==> src/rtl/pipeline_pkg.sv <==
// Shared constants for the MIPS pipeline hazard controller:
// FSM state encoding, the zero register index and default sizing.
package pipeline_pkg;

    localparam logic [1:0] ST_RUN   = 2'd0;
    localparam logic [1:0] ST_WAIT  = 2'd1;
    localparam logic [1:0] ST_FAULT = 2'd2;

    localparam logic [4:0] REG_ZERO = 5'd0;

    localparam int DEF_TIMEOUT = 64;
    localparam int DEF_COUNT_W = 16;

endpackage

==> src/rtl/sat_counter.sv <==
// Saturating event counter: counts cycles with inc high and
// sticks at all-ones instead of wrapping.
module sat_counter #(
    parameter int W = 16
) (
    input  logic         clk,
    input  logic         rst_n,
    input  logic         inc,
    output logic [W-1:0] count
);

    logic [W-1:0] count_q;
    logic [W-1:0] count_d;

    // Next value: step by one unless already saturated
    always_comb begin
        count_d = count_q;
        if (inc && (count_q != '1)) begin
            count_d = count_q + W'(1);
        end
    end

    // Count register with synchronous reset
    always_ff @(posedge clk) begin
        if (!rst_n) begin
            count_q <= '0;
        end else begin
            count_q <= count_d;
        end
    end

    assign count = count_q;

endmodule

==> src/rtl/hazard_ctrl.sv <==
// Hazard/sequencing controller for the 5-stage MIPS pipeline:
// load-use stalls, branch flushes, memory wait freeze and watchdog.
module hazard_ctrl
    import pipeline_pkg::*;
#(
    parameter int TIMEOUT = DEF_TIMEOUT,
    parameter int COUNT_W = DEF_COUNT_W
) (
    input  logic               clk,
    input  logic               rst_n,
    input  logic [4:0]         idRs,
    input  logic [4:0]         idRt,
    input  logic               idUsesRt,
    input  logic               exMemRead,
    input  logic [4:0]         exRt,
    input  logic               memBranchTaken,
    input  logic               memAccess,
    input  logic               dmemReady,
    output logic               pcWrite,
    output logic               ifidWrite,
    output logic               idexWrite,
    output logic               exmemWrite,
    output logic               memwbWrite,
    output logic               ifidFlush,
    output logic               idexBubble,
    output logic               exmemBubble,
    output logic               memTimeout,
    output logic [COUNT_W-1:0] stallCount,
    output logic [COUNT_W-1:0] flushCount,
    output logic [COUNT_W-1:0] waitCount
);

    localparam int TW = $clog2(TIMEOUT + 1);

    logic [1:0]    state_q;
    logic [1:0]    state_d;
    logic [TW-1:0] timer_q;
    logic [TW-1:0] timer_d;
    logic [TW-1:0] timer_inc;
    logic          timeout_q;
    logic          timeout_d;

    logic load_use;
    logic freeze;
    logic do_stall;
    logic do_flush;
    logic do_wait;

    assign load_use = exMemRead && (exRt != REG_ZERO) &&
                      ((exRt == idRs) || (idUsesRt && (exRt == idRt)));

    assign timer_inc = timer_q + TW'(1);

    // Freeze request: new miss in RUN, or memory still busy in WAIT
    always_comb begin
        freeze = 1'b0;
        unique case (state_q)
            ST_RUN:  freeze = memAccess && !dmemReady;
            ST_WAIT: freeze = !dmemReady;
            default: freeze = 1'b0;
        endcase
    end

    // Per-cycle pipeline controls, highest priority first
    always_comb begin
        pcWrite     = 1'b1;
        ifidWrite   = 1'b1;
        idexWrite   = 1'b1;
        exmemWrite  = 1'b1;
        memwbWrite  = 1'b1;
        ifidFlush   = 1'b0;
        idexBubble  = 1'b0;
        exmemBubble = 1'b0;
        do_stall    = 1'b0;
        do_flush    = 1'b0;
        do_wait     = 1'b0;
        if (!rst_n) begin
            pcWrite     = 1'b0;
            ifidFlush   = 1'b1;
            idexBubble  = 1'b1;
            exmemBubble = 1'b1;
        end else if ((state_q == ST_FAULT) || freeze) begin
            pcWrite    = 1'b0;
            ifidWrite  = 1'b0;
            idexWrite  = 1'b0;
            exmemWrite = 1'b0;
            memwbWrite = 1'b0;
            do_wait    = (state_q != ST_FAULT);
        end else if (memBranchTaken) begin
            ifidFlush   = 1'b1;
            idexBubble  = 1'b1;
            exmemBubble = 1'b1;
            do_flush    = 1'b1;
        end else if (load_use) begin
            pcWrite    = 1'b0;
            ifidWrite  = 1'b0;
            idexBubble = 1'b1;
            do_stall   = 1'b1;
        end
    end

    // Wait sequencing and watchdog next state
    always_comb begin
        state_d   = state_q;
        timer_d   = timer_q;
        timeout_d = timeout_q;
        unique case (state_q)
            ST_RUN: begin
                if (memAccess && !dmemReady) begin
                    state_d = ST_WAIT;
                    timer_d = TW'(1);
                end
            end
            ST_WAIT: begin
                if (dmemReady) begin
                    state_d = ST_RUN;
                    timer_d = '0;
                end else if (timer_inc == TW'(TIMEOUT)) begin
                    state_d   = ST_FAULT;
                    timeout_d = 1'b1;
                end else begin
                    timer_d = timer_inc;
                end
            end
            ST_FAULT: begin
                timeout_d = 1'b1;
            end
            default: begin
                state_d = ST_RUN;
                timer_d = '0;
            end
        endcase
    end

    // State, timer and sticky fault registers
    always_ff @(posedge clk) begin
        if (!rst_n) begin
            state_q   <= ST_RUN;
            timer_q   <= '0;
            timeout_q <= 1'b0;
        end else begin
            state_q   <= state_d;
            timer_q   <= timer_d;
            timeout_q <= timeout_d;
        end
    end

    assign memTimeout = timeout_q;

    sat_counter #(.W(COUNT_W)) u_stall_cnt (
        .clk   (clk),
        .rst_n (rst_n),
        .inc   (do_stall),
        .count (stallCount)
    );

    sat_counter #(.W(COUNT_W)) u_flush_cnt (
        .clk   (clk),
        .rst_n (rst_n),
        .inc   (do_flush),
        .count (flushCount)
    );

    sat_counter #(.W(COUNT_W)) u_wait_cnt (
        .clk   (clk),
        .rst_n (rst_n),
        .inc   (do_wait),
        .count (waitCount)
    );

endmodule

==> config.mk <==
export PLATFORM = sky130hd
export DESIGN_NAME = hazard_ctrl
export DESIGN_NICKNAME = d
export VERILOG_FILES = /design/src/rtl/pipeline_pkg.sv /design/src/rtl/sat_counter.sv /design/src/rtl/hazard_ctrl.sv
export SDC_FILE = /design/constraint.sdc
export NUM_CORES = 1
export LEC_CHECK = 0
export CAP_MARGIN = 20
export CORE_MARGIN = 10
export CORE_UTILIZATION = 55
export CTS_BUF_LIST = sky130_fd_sc_hd__clkbuf_8
export CTS_CLUSTER_DIAMETER = 80
export CTS_CLUSTER_SIZE = 25
export DETAILED_ROUTE_END_ITERATION = 8
export DONT_BUFFER_PORTS = 1
export PLACE_DENSITY = 0.73
export REMOVE_ABC_BUFFERS = 1
export SYNTH_ARGS = -nofsm -noshare
export SYNTH_HDL_FRONTEND = slang
export SYNTH_SLANG_ARGS = --single-unit
==> constraint.sdc <==
create_clock -name clk -period 1.8 [get_ports clk]
set_input_delay 0.36 -clock clk [delete_from_list [all_inputs] [get_ports clk]]
set_output_delay 0.36 -clock clk [all_outputs]
set_load 0.01 [all_outputs]
# After elaboration in Yosys (flattened, before gate mapping)
# Index checks and enable logic that the tools add are counted.
# W data, S select, Z words.
[totals] out_inout_bits=57 word_cells=73 input_bits=22 ff_bits=58
[op_classes] eq_ne=14 reduce_logical=16 muxes=32 bitwise_logic=1 add_sub_neg=4
[op_table] operator="$add A16 B1 Y16 const B" count=3
[op_table] operator="$ne A16 B16 Y1 const B" count=3
[op_table] operator="$mux W1" count=22
[op_table] operator="$mux W7" count=3
[op_table] operator="$pmux W7 S3" count=1
[op_table] operator="$eq A5 B5 Y1" count=2
[op_table] operator="$reduce_and A3 Y1" count=3
[op_table] operator="$ne A2 B2 Y1 const B" count=4
[op_table] operator="$add A7 B1 Y7 const B" count=1
[op_table] operator="$eq A7 B7 Y1 const B" count=1
[op_table] operator="$logic_and A1 B1 Y1" count=7
[op_table] operator="$mux W2" count=3
[op_table] operator="$ne A3 B3 Y1 const B" count=2
[op_table] operator="$pmux W2 S3" count=1
[op_table] operator="$reduce_bool A5 Y1" count=1
[op_table] operator="$pmux W1 S2" count=2
[op_table] operator="$eq A2 B1 Y1 const B" count=1
[op_table] operator="$eq A2 B2 Y1 const B" count=1
[op_table] operator="$logic_not A2 Y1" count=1
[op_table] operator="$logic_or A1 B1 Y1" count=2
[op_table] operator="$reduce_bool A2 Y1" count=1
[op_table] operator="$logic_not A1 Y1" count=1
[op_table] operator="$not A1 Y1" count=1

# Depth between registers and ports, before layout
[logic_depth] ltp_word=9 ltp_mapped=7 mapped_depth_nobuf=6

# Cells and area by module
# A second synthesis with hierarchy kept.
[unflattened] hier_cells=392 area_unflattened_um2=3309.4
[modules_own_cells] mod="sat_counter" area_each_um2=837.1 cells_per_inst=97 seq_area_each_um2=320.3 instances=3
[modules_own_cells] mod="hazard_ctrl" area_each_um2=798.3 cells_per_inst=101 seq_area_each_um2=200.2 instances=1

# Worst setup path after synthesis
# OpenSTA, ideal clock, no wires.
[synth_path] kind="input to output" start="input port exRt[4]" end="output port idexBubble" t_arrival_ns=1.676 setup_slack_ns=-0.236 required_ns=1.440 path_buffers=2 path_stages=6 path_cell_list="xnor2_1 > nand3_1 > o22a_1 > clkbuf_1 > clkbuf_1 > o311ai_0"
[synth_via] elab_chain_cells=8 elab_cells_between_ends=11 cone_classes="eq/ne: 2; mux: 4; reduce/logical: 5"
[synth_lines] element="start: declaration" line_no="hazard_ctrl.sv:15" source="input logic [4:0] exRt,"
[synth_lines] element="$eq A5 B5 Y1" line_no="hazard_ctrl.sv:50" source="((exRt == idRs) || (idUsesRt && (exRt == idRt)));"
[synth_lines] element="$logic_and A1 B1 Y1" line_no="hazard_ctrl.sv:50"
[synth_lines] element="$logic_or A1 B1 Y1" line_no="hazard_ctrl.sv:50"
[synth_lines] element="$logic_and A1 B1 Y1 (*)" line_no="hazard_ctrl.sv:49" source="assign load_use = exMemRead && (exRt != REG_ZERO) &&"
[synth_lines] element="$mux W1 (*)" line_no="hazard_ctrl.sv:94" source="end else if (load_use) begin"
[synth_lines] element="$mux W1 (*)" line_no="hazard_ctrl.sv:89" source="end else if (memBranchTaken) begin"
[synth_lines] element="$mux W1 (*)" line_no="hazard_ctrl.sv:82" source="end else if ((state_q == ST_FAULT) || freeze) begin"
[synth_lines] element="$mux W1 (*)" line_no="hazard_ctrl.sv:77" source="if (!rst_n) begin"
[synth_lines] element="end: declaration" line_no="hazard_ctrl.sv:25" source="output logic idexBubble,"
# Every way passes the cells marked *; elsewhere a longest branch is shown, timed or not.

# Final worst setup path
[layout_path] start="register state_q[0]" end="output port idexBubble"
[layout_via] elab_chain_cells=5 elab_cells_between_ends=7 cone_classes="eq/ne: 2; mux: 3; reduce/logical: 2"
[layout_lines] element="start: declaration" line_no="hazard_ctrl.sv:35" source="logic [1:0] state_q;"
[layout_lines] element="start signal: assignment" line_no="hazard_ctrl.sv:142" source="state_q <= state_d;"
[layout_lines] element="$eq A2 B1 Y1 or $logic_not A2 Y1 (tied branches)" line_no="hazard_ctrl.sv:57" source="unique case (state_q)"
[layout_lines] element="$pmux W1 S2" line_no="hazard_ctrl.sv:57"
[layout_lines] element="$logic_or A1 B1 Y1 (*)" line_no="hazard_ctrl.sv:82"
[layout_lines] element="$mux W1 (*)" line_no="hazard_ctrl.sv:82"
[layout_lines] element="$mux W1 (*)" line_no="hazard_ctrl.sv:77"
# Marked as above.

==> flow_summary.toml <==
[power]
power.share.switching = 0.232
p_int_uw = 2270
power.switching_uw = 686
vdd_ir_drop_max_mv = 0.587
clockPowerShare = 0.470
seqPwrFrac = 0.441
cellLeakagePower_uw = 0.00179
power_frac_comb = 0.089
power_density_nw_per_um2 = 638

[floorplanning]
rows = 27
die-area_sq_um = 9290
initial_utilization = 0.576
fp.dieH_um = 96.4
io_pins = 79
core-area_sq_um = 5570
die_w_um = 96.4

[logic_synthesis]
yosysTopAreaCell = "dfxtp_1"
netlist.area_leader.share = 0.362
synth-seq-cells = 58
async_flop_share = 0
ys_top_cells_by_count = "dfxtp_1 (58), nand2_1 (46), nor2_1 (23), xnor2_1 (23), nand3_1 (22)"
synth_cells = 389
yosysMostFrequentCell = "dfxtp_1"
ys.flop_type = "dfxtp_1"
synth_area_sq_um = 3210
ys_seq_area_frac = 0.362
syn_area_per_cell_sq_um = 8.25
synth.distinct_cells = 52
synth_area_leaders = "dfxtp_1 (36%), xnor2_1 (6.3%), nand2_1 (5.4%), mux2i_1 (5.3%), nand4_1 (3.7%)"
synth_warnings = 0
synth_edf_count = 0

[sta]
setup_viol = 21
finalMaxSlewViolations = 0
tightestPinTransition_ns = 0.432
min_period_ns = 1.98
hold_viol = 0
finClkSkew_ns = 0.0124
setup_slack_ns = -0.183
rsz0062_at_grt = "true"
max_slew_margin = 0.712
fin_hold_ws_ns = 0.157
fmax_ghz = 0.504
min_period_over_period = 1.10

[placed_design]
pre_cts_slack_ns = -0.192
dp_hpwl_um = 6690
dp.cells = 536
place.gp.congestion = 0.920
io_buffers = 0
placedInstanceArea_sq_um = 3920

[status]
outcome = "finished with violations"
violations = "setup timing"

[route]
final_antenna_net_count = 0
met1_length_um = 4240
drc = 0
avgRoutedWirePerCell_um = 19.1
drt-pass1-iter-count = 5
vias = 3534
top_layer = "met4"
viasPerCell = 6.23
wl_um = 10800
first_iter_violations = 387
wl_met3_um = 1030
wl_met2_um = 5220

[finish]
area_growth_pct = 44.2
fin_nets = 516
fin_area_sq_um = 4630
final_cell_count_no_fill = 567
drive_gt1_frac = 0.382
nFillCells = 320
diodes = 0

[worst_setup_path]
cp_cell_sequence = "buf_6 -> or2_4 -> nand2_4 -> nand2_4 -> o311ai_2 -> buf_4"
regToRegSetupSlack_ns = -0.12
worstSetupEndpointType = "output port"
worstSetupPathType = "flip-flop to output port"
timing.critical_path.arrival_ns = 1.62
startpoint_type = "flip-flop"
cp.required_ns = 1.44
crit_top_cell = "nand2_4"
slowest_delay_ns = 0.37
crit_path_max_fanout = 4
cp_top_family = "flip-flops"
crit_slowest_cell = "dfxtp_4"
crit_buf_inv = 2

[global_route]
grtUsageTotal = 0.207
grt_first_pass_wirelength_um = 15500
grt_max_degree = 51
antenna_found_initial = 0
grt_pass1_vias = 3247
grt-ovfl-total = 0

[job]
maxCapViolations = 0

[worst_hold_path]
hold_class = "input pin to flip-flop"

[clock_tree]
path_clk_slew_ns = 0.07
root_buffer = "clkbuf_8"
cts_tree = "done"
numClockSinks = 58
htreeDepth = 3
max-clock-path-buffers = 2
clock_latency_ns = 0.34
postCtsHoldBufs = 0
numCtsBuffers = 9
state kept, by name (all words and copies together), names as in the netlist:
name and cells:
memTimeout 1, u_wait_cnt.count 16, u_flush_cnt.count 16, u_stall_cnt.count 16, state_q 2, timer_q 7
per-stage QoR:
| step | total power [uW] | utilization | setup TNS, ns |
|---|---|---|---|
| 2_1_floorplan | 1440 | - | -1.67 |
| 3_3_place_gp | 1520 | 0.703 | -0.917 |
| 3_5_place_dp | 1530 | 0.703 | -1.84 |
| 4_1_cts | 2910 | 0.775 | -0.661 |
| 5_1_grt | 3040 | 0.831 | -2.86 |
| 6_report | 2950 | 0.831 | -1.36 |
final timing paths:
check	start	end	cells past startpoint
worst max-delay path	state_q[0]	idexBubble	6
worst max register to register	u_stall_cnt.count[0]	u_stall_cnt.count[7]	7
worst min register to register	memTimeout	memTimeout	1
worst min-delay path	rst_n	u_wait_cnt.count[12]	1
routing by layer:
layer | vias to the layer above | global-route usage
li1 | 1651 | -
met1 | 1665 | 0.243
met2 | 186 | 0.346
met3 | 32 | 0.0617
met4 | 0 | 0.0847
met5 | - | 0
cell families after synthesis:
kind of cell               count (synthesis)  share of synthesized area
xor gates and xnor gates                  24                     0.0655
muxes                                     17                     0.0530
AOI/OAI and AO/OA                         71                      0.152
adders and majority gates                  4                     0.0156
and+or+nand+nor                          187                      0.314
DFF                                       58                      0.362
buffers and inverters                     28                     0.0386
layout make-up:
class	count	area, sq um	share of cell area
inverters	11	41.3	0.00892
well taps	72	90.1	0.0195
flip-flops and latches	58	1170	0.254
repair buffers	106	838	0.181
clock inverters	5	77.6	0.0168
multi-input cells	304	2260	0.488
clock buffers	11	151	0.0327
power by group through the flow:
stage | registers (uW) | clock network [uW] | logic, uW
2_1_floorplan | 1340 | 0 | 107
3_3_place_gp | 1330 | 0 | 191
3_5_place_dp | 1330 | 0 | 197
4_1_cts | 1300 | 1390 | 218
5_1_grt | 1300 | 1460 | 280
6_report | 1300 | 1390 | 261
placed cells by master, fill, tap and decap left out, types with 3 or more instances in the layout:
cell type / Yosys / layout
dfxtp_1: 58 / 50
nand3_1: 22 / 21
nor3_2: 0 / 3
buf_6: 1 / 8
o21a_1: 3 / 3
buf_4: 3 / 97
nor3_1: 13 / 8
or3_1: 10 / 7
nand2_1: 46 / 41
ha_1: 4 / 3
and3_1: 5 / 5
inv_1: 10 / 11
a21oi_2: 0 / 5
mux2i_1: 17 / 17
xnor2_1: 23 / 23
o31ai_1: 9 / 8
o21ai_1: 2 / 3
nand2b_1: 8 / 8
nand4_1: 19 / 19
nor4_4: 0 / 3
dfxtp_2: 0 / 7
nor2_1: 23 / 20
and2_1: 3 / 3
nor4_1: 8 / 3
a21oi_1: 15 / 10
a211oi_2: 1 / 3
o21ai_0: 15 / 12
or3_4: 0 / 3
or4_1: 9 / 4
or4_4: 2 / 7
clkbuf_8: 0 / 11
repair_timing:
item                                    4_1_cts  5_1_grt
setup buffers                                 5        9
resized for setup                            40       50
endpoints found under the setup margin       36       48
cloned                                        0        1
pin swaps                                    16       11
No activity file was read; power rests on OpenSTA's default activity.
